File: config.mk
export PLATFORM = sky130hd
export DESIGN_NAME = mem_arbiter_flat
export DESIGN_NICKNAME = d
export VERILOG_FILES = /design/src/rtl/mem_arbiter_if.sv /design/src/rtl/mem_arbiter.sv /design/src/flat_wrapper.sv
export SDC_FILE = /design/constraint.sdc
export NUM_CORES = 1
export LEC_CHECK = 0
export CORE_MARGIN = 2
export CORE_UTILIZATION = 40
export DETAILED_ROUTE_END_ITERATION = 8
export PLACE_DENSITY = 0.95
export REMOVE_ABC_BUFFERS = 1
export SLEW_MARGIN = 20
export SYNTH_ARGS = -nofsm -noshare
export SYNTH_HDL_FRONTEND = slang
export SYNTH_SLANG_ARGS = --single-unit
File: constraint.sdc
create_clock -name clk -period 6.05 [get_ports clk]
set_input_delay 1.21 -clock clk [delete_from_list [all_inputs] [get_ports clk]]
set_output_delay 1.21 -clock clk [all_outputs]
set_load 0.005 [all_outputs]
File: src/rtl/mem_arbiter_if.sv
// mem_arbiter_if: bundle of the pipeline-side and RAM-side buses of mem_arbiter.
//   slave modport  : arbiter view (requests/ram_rdata in, responses/RAM controls out)
//   master modport : pipeline + RAM view (the opposite directions)
//   Pipeline fetch : if_req, if_addr -> if_rdata, if_valid
//   Pipeline data  : ctrl_MEM {MEM_RD_n, MEM_WR_n, w_h}, mem_addr, mem_wdata -> mem_rdata, mem_valid
//   Freeze         : stall_IF, stall_MEM
//   RAM            : ram_en, ram_we, ram_wmask, ram_addr, ram_wdata <- ram_rdata
interface mem_arbiter_if #(
    parameter int ADDR_W = 30
);
    logic              if_req;
    logic [31:0]       if_addr;
    logic [31:0]       if_rdata;
    logic              if_valid;
    logic [2:0]        ctrl_MEM;
    logic [31:0]       mem_addr;
    logic [31:0]       mem_wdata;
    logic [31:0]       mem_rdata;
    logic              mem_valid;
    logic              stall_IF;
    logic              stall_MEM;
    logic              ram_en;
    logic              ram_we;
    logic [3:0]        ram_wmask;
    logic [ADDR_W-1:0] ram_addr;
    logic [31:0]       ram_wdata;
    logic [31:0]       ram_rdata;

    modport slave (
        input  if_req, if_addr, ctrl_MEM, mem_addr, mem_wdata, ram_rdata,
        output if_rdata, if_valid, mem_rdata, mem_valid, stall_IF, stall_MEM,
               ram_en, ram_we, ram_wmask, ram_addr, ram_wdata
    );

    modport master (
        output if_req, if_addr, ctrl_MEM, mem_addr, mem_wdata, ram_rdata,
        input  if_rdata, if_valid, mem_rdata, mem_valid, stall_IF, stall_MEM,
               ram_en, ram_we, ram_wmask, ram_addr, ram_wdata
    );
endinterface

File: src/rtl/mem_arbiter.sv
// mem_arbiter: single-port RAM arbiter/sequencer between instruction fetch and
// the MEM stage. The MEM stage always wins. Each access occupies the RAM for
// MEM_LAT+1 cycles (launch, MEM_LAT-1 wait cycles, completion).
//   clk, reset : clock and synchronous active-high reset
//   bus        : mem_arbiter_if.slave (pipeline request/response, stalls, RAM port)
//   Optional macro ARB_PERF_EN adds perf_stall_if / perf_stall_mem, saturating
//   32-bit counts of cycles each stall output was high.
module mem_arbiter #(
    parameter int MEM_LAT = 2,
    parameter int ADDR_W  = 30
) (
    input  logic clk,
    input  logic reset,
    mem_arbiter_if.slave bus
`ifdef ARB_PERF_EN
    ,
    output logic [31:0] perf_stall_if,
    output logic [31:0] perf_stall_mem
`endif
);
    localparam int CNT_W = (MEM_LAT > 1) ? $clog2(MEM_LAT) : 1;
    localparam logic [CNT_W-1:0] CNT_LOAD = CNT_W'(MEM_LAT - 1);

    typedef enum logic [1:0] {IDLE, DATA, INST} state_t;

    state_t           state, state_nxt;
    logic [CNT_W-1:0] cnt, cnt_nxt;
    logic             acc_wr, acc_wr_nxt;
    logic [31:0]      mem_hold, if_hold;
    logic             dreq, data_wr;
    logic             launch, launch_data, done;

    // {MEM_RD, MEM_WR} are active-low; both low counts as a write.
    assign dreq    = !bus.ctrl_MEM[2] || !bus.ctrl_MEM[1];
    assign data_wr = !bus.ctrl_MEM[1];

    always_ff @(posedge clk) begin
        if (reset) begin
            state    <= IDLE;
            cnt      <= '0;
            acc_wr   <= 1'b0;
            mem_hold <= '0;
            if_hold  <= '0;
        end else begin
            state  <= state_nxt;
            cnt    <= cnt_nxt;
            acc_wr <= acc_wr_nxt;
            if (bus.mem_valid && !acc_wr) mem_hold <= bus.ram_rdata;
            if (bus.if_valid)             if_hold  <= bus.ram_rdata;
        end
    end

    always_comb begin
        state_nxt   = state;
        cnt_nxt     = cnt;
        acc_wr_nxt  = acc_wr;
        launch      = 1'b0;
        launch_data = 1'b0;
        done        = 1'b0;
        case (state)
            IDLE: begin
                if (dreq) begin
                    launch      = 1'b1;
                    launch_data = 1'b1;
                    acc_wr_nxt  = data_wr;
                    cnt_nxt     = CNT_LOAD;
                    state_nxt   = DATA;
                end else if (bus.if_req) begin
                    launch     = 1'b1;
                    acc_wr_nxt = 1'b0;
                    cnt_nxt    = CNT_LOAD;
                    state_nxt  = INST;
                end
            end
            DATA, INST: begin
                if (cnt == '0) begin
                    done      = 1'b1;
                    state_nxt = IDLE;
                end else begin
                    cnt_nxt = cnt - CNT_W'(1);
                end
            end
            default: state_nxt = IDLE;
        endcase
    end

    // RAM launch is combinational from IDLE; everything is forced low while reset is high.
    always_comb begin
        bus.ram_en    = 1'b0;
        bus.ram_we    = 1'b0;
        bus.ram_wmask = 4'b0000;
        bus.ram_addr  = '0;
        bus.ram_wdata = '0;
        if (!reset && launch) begin
            bus.ram_en = 1'b1;
            if (launch_data) begin
                bus.ram_addr = bus.mem_addr[ADDR_W+1:2];
                if (data_wr) begin
                    bus.ram_we = 1'b1;
                    if (bus.ctrl_MEM[0]) begin
                        bus.ram_wmask = 4'b1111;
                        bus.ram_wdata = bus.mem_wdata;
                    end else begin
                        bus.ram_wmask = bus.mem_addr[1] ? 4'b1100 : 4'b0011;
                        bus.ram_wdata = {bus.mem_wdata[15:0], bus.mem_wdata[15:0]};
                    end
                end
            end else begin
                bus.ram_addr = bus.if_addr[ADDR_W+1:2];
            end
        end
    end

    assign bus.mem_valid = !reset && done && (state == DATA);
    assign bus.if_valid  = !reset && done && (state == INST);
    // Read data flows through in the completion cycle; a write's RAM data is discarded.
    assign bus.mem_rdata = (bus.mem_valid && !acc_wr) ? bus.ram_rdata : mem_hold;
    assign bus.if_rdata  = bus.if_valid ? bus.ram_rdata : if_hold;
    assign bus.stall_MEM = !reset && dreq && !bus.mem_valid;
    assign bus.stall_IF  = bus.stall_MEM || (!reset && bus.if_req && !bus.if_valid);

    // Address bits outside the word index are intentionally ignored.
    logic unused_addr;
    assign unused_addr = ^{bus.if_addr, bus.mem_addr};

`ifdef ARB_PERF_EN
    always_ff @(posedge clk) begin
        if (reset) begin
            perf_stall_if  <= '0;
            perf_stall_mem <= '0;
        end else begin
            if (bus.stall_IF && (perf_stall_if != 32'hFFFF_FFFF))
                perf_stall_if <= perf_stall_if + 32'd1;
            if (bus.stall_MEM && (perf_stall_mem != 32'hFFFF_FFFF))
                perf_stall_mem <= perf_stall_mem + 32'd1;
        end
    end
`endif
endmodule

File: src/flat_wrapper.sv
// flat-port wrapper written by rule: the top's interface ports become plain ports
module mem_arbiter_flat 
#(
    parameter int MEM_LAT = 2,
    parameter int ADDR_W  = 30
)
  (clk, reset, bus_if_req, bus_if_addr, bus_ctrl_MEM, bus_mem_addr, bus_mem_wdata, bus_ram_rdata, bus_if_rdata, bus_if_valid, bus_mem_rdata, bus_mem_valid, bus_stall_IF, bus_stall_MEM, bus_ram_en, bus_ram_we, bus_ram_wmask, bus_ram_addr, bus_ram_wdata);
  mem_arbiter_if #(.ADDR_W(ADDR_W)) bus_i ();
  input  logic clk;
  input  logic reset;
  input wire logic [$bits(bus_i.if_req)-1:0] bus_if_req;
  input wire logic [$bits(bus_i.if_addr)-1:0] bus_if_addr;
  input wire logic [$bits(bus_i.ctrl_MEM)-1:0] bus_ctrl_MEM;
  input wire logic [$bits(bus_i.mem_addr)-1:0] bus_mem_addr;
  input wire logic [$bits(bus_i.mem_wdata)-1:0] bus_mem_wdata;
  input wire logic [$bits(bus_i.ram_rdata)-1:0] bus_ram_rdata;
  output wire logic [$bits(bus_i.if_rdata)-1:0] bus_if_rdata;
  output wire logic [$bits(bus_i.if_valid)-1:0] bus_if_valid;
  output wire logic [$bits(bus_i.mem_rdata)-1:0] bus_mem_rdata;
  output wire logic [$bits(bus_i.mem_valid)-1:0] bus_mem_valid;
  output wire logic [$bits(bus_i.stall_IF)-1:0] bus_stall_IF;
  output wire logic [$bits(bus_i.stall_MEM)-1:0] bus_stall_MEM;
  output wire logic [$bits(bus_i.ram_en)-1:0] bus_ram_en;
  output wire logic [$bits(bus_i.ram_we)-1:0] bus_ram_we;
  output wire logic [$bits(bus_i.ram_wmask)-1:0] bus_ram_wmask;
  output wire logic [$bits(bus_i.ram_addr)-1:0] bus_ram_addr;
  output wire logic [$bits(bus_i.ram_wdata)-1:0] bus_ram_wdata;
  assign bus_i.if_req = bus_if_req;
  assign bus_i.if_addr = bus_if_addr;
  assign bus_i.ctrl_MEM = bus_ctrl_MEM;
  assign bus_i.mem_addr = bus_mem_addr;
  assign bus_i.mem_wdata = bus_mem_wdata;
  assign bus_i.ram_rdata = bus_ram_rdata;
  assign bus_if_rdata = bus_i.if_rdata;
  assign bus_if_valid = bus_i.if_valid;
  assign bus_mem_rdata = bus_i.mem_rdata;
  assign bus_mem_valid = bus_i.mem_valid;
  assign bus_stall_IF = bus_i.stall_IF;
  assign bus_stall_MEM = bus_i.stall_MEM;
  assign bus_ram_en = bus_i.ram_en;
  assign bus_ram_we = bus_i.ram_we;
  assign bus_ram_wmask = bus_i.ram_wmask;
  assign bus_ram_addr = bus_i.ram_addr;
  assign bus_ram_wdata = bus_i.ram_wdata;
  mem_arbiter #(.MEM_LAT(MEM_LAT), .ADDR_W(ADDR_W)) u_core (.clk(clk), .reset(reset), .bus(bus_i));
endmodule
==> run metrics <==
outcome=completed; grt ovf=0; Final Hold Viols=0; cell area after placement=6820 um2; initial core utilization=40.8%; setup TNS=0 ps; Highest Clock Rate=207 MHz; chip width=106 um; sequential element share of the synthesized area=32.6%; R2R Setup Slk=3690 ps; skew final=5.21 ps; Mapped Cells=441; register area=1360 um2; global-route wire length before repair=22,600 um; crit path max fanout=34; htree depth=3; # resized after CTS=0; # clock sinks=68; die area=11,300 um2; largest net degree at the start of global routing=35; Routed met2 length=7590 um; worst reg2reg path depth=6; Setup CP Type=in -> out; commonest non-fill, non-tap cell in the layout=clkdlybuf4s50_1; XOR/XNOR Fraction of Synth Area=0%; multiplexer share of the synthesized area=32.3%; # IOs=270; synth warn=0; simple-gate area share of the yosys netlist=22.1%; # hold bufs at CTS=0; Buffers on Ports=266; Worst Hold Launch=u_core.acc_wr; Worst slew margin=32.5%; Post-DP HPWL=11,500 um; Max Cap Viol=0; final instance area=7060 um2; CP endpoint kind=output port; DP Cell Count=815; Post-route DRC=0; TritonCTS clock tree=done; Placeable Area=10,200 um2; row cnt=37; Hold EP=u_core.acc_wr; Post-Layout Cell Count=832; Skew-Pair Late Insertion Delay=340 ps; GPL Wtd Cong=0.805; per-cell routed wire length=18.0 um; RSZ-0062 raised after global routing=false; Peak VDD IR=226 uV; Distinct cells, synth=32; Adder-Cell Fraction of Synth Area=1.20%; most frequent cells in the layout=clkdlybuf4s50_1, mux2_2, dfxtp_1, nand2_1, and2_1; First-pass DRT Iterations=4; Final ANT Viol Nets=0; Final Max Tran Viols=0; PwrDens=203 nW/um2; main flop type after synthesis=dfxtp_1; via count=4,066; Min-Delay Path Depth=2; minimum clock period=4820 ps; Worst Tran Pin Value=1010 ps; initial antenna violation count=2; share of layout cells above drive strength 1=17.9%; Die Ht=106 um; Critical Path RT=4840 ps; clock transition at the registers of the reported paths=70 ps; leak pwr=2.87 nW; Fill cells=750; FF+latch count, synth=68; Clock Tree Root=clkbuf_8; DRT iter0 DRCs=163; total CTS buffers=9; Crit path arrival time=3610 ps; multi-input logic area=2560 um2; Post-Syn Area per Cell=9.46 um2; Reg-to-Reg Start=u_core.state[1]; Layout area overhead=69.2%; Top Layer Used=met4; ys async rst share=0%; final setup fails=0; fin nets=828; Post-synth EDFFs=0; synthesized cell area=4170 um2; vias per cell=4.89; Post-Route WL=15,000 um; largest family of logic cells by synthesized area=multiplexers; hold crit path type=reg -> reg; number of global-route vias before repair=4,330; Total GRT Usage=25.7%; Setup Fix Bufs, Post-CTS=0; routed length on met3=1190 um; Tcrit/Tclk final=79.7%; wire length on met1=5570 um; Worst R2R End=u_core.if_hold[0]; Compound-Gate Fraction of Synth Area=5.58%; Clock Path Buffers=2; nature of the critical path startpoint=primary input
[stage by stage]
stage	utilization (%)	hold slack (ps)	setup WS, ps	total power [W]
final	69.0	548	1230	0.00144
after global routing	69.0	592	1110	0.00151
after CTS	68.9	528	1210	0.00145
after detailed placement	66.7	510	1210	0.00102
after global placement	66.7	507	1270	0.00100
after floorplan	-	479	1460	0.000708
[area by class of cell]
class                           instances  area share [%]
Clock buffer                           10            1.95
Tap cell                              136            2.41
Antenna cell                            2          0.0709
Clock inverter                          5            1.21
Timing Repair Buffer                  271            38.3
Inverter                                9           0.479
Sequential cell                        68            19.3
Multi-Input combinational cell        331            36.3
[per-layer routing]
layer,up-vias,track usage (%)
li1,1964,-
met1,1900,26.5
met4,0,13.3
met5,-,0
met2,168,46.2
met3,34,8.15
[critical path: stages]
cell             delay [ps]
clkdlybuf4s50_1         610
nor4bb_4                320
buf_4                   570
mux2_2                  420
clkdlybuf4s50_1         460
[kinds of logic after synthesis]
kind of cell / count (synthesis)
muxes: 112
AOI/OAI and AO/OA: 42
DFF: 68
and+or+nand+nor: 173
buffers and inverters: 42
adders and majority gates: 4
[power breakdown]
part	total (W)	switching, W	leakage, nW	internal, W
clock	0.000417	0.000174	0.109	0.000243
combinational	0.000534	0.000223	2.21	0.000311
sequential	0.000484	0.0000140	0.549	0.000470
total	0.00144	0.000411	2.87	0.00102
[cells in the mapped netlist (3+ instances only)]
cell type  count  area, um2
buf_2          7       35.0
mux2_4        28        420
nand2b_1       3       18.8
buf_12         3       60.1
nor2_1        19       71.3
nor2b_1       33        206
mux2_2        68        766
and2_1        48        300
buf_4         10       75.1
ha_1           4       50.1
mux2i_1       16        160
a21oi_1       35        175
dfxtp_1       68       1360
inv_1          8       30.0
clkbuf_1      11       41.3
nand2_1       64        240
[flip-flops by register name, indices dropped and copies added (netlist names)]
name and flops:
u_core.cnt 1, u_core.if_hold 32, u_core.acc_wr 1, u_core.state 2, u_core.mem_hold 32
[how the worst max path moves through the flow]
stage,slack [ps],to,startpoint,cells after the start
5_1_grt,1110,bus_mem_rdata[3],reset,6
6_report,1230,bus_if_rdata[0],reset,5
3_5_place_dp,1210,bus_if_rdata[0],reset,5
4_1_cts,1210,bus_if_rdata[0],reset,5
2_1_floorplan,1460,bus_if_rdata[0],reset,2
3_3_place_gp,1270,bus_if_rdata[31],reset,5
(Power assumes the default switching activity.)
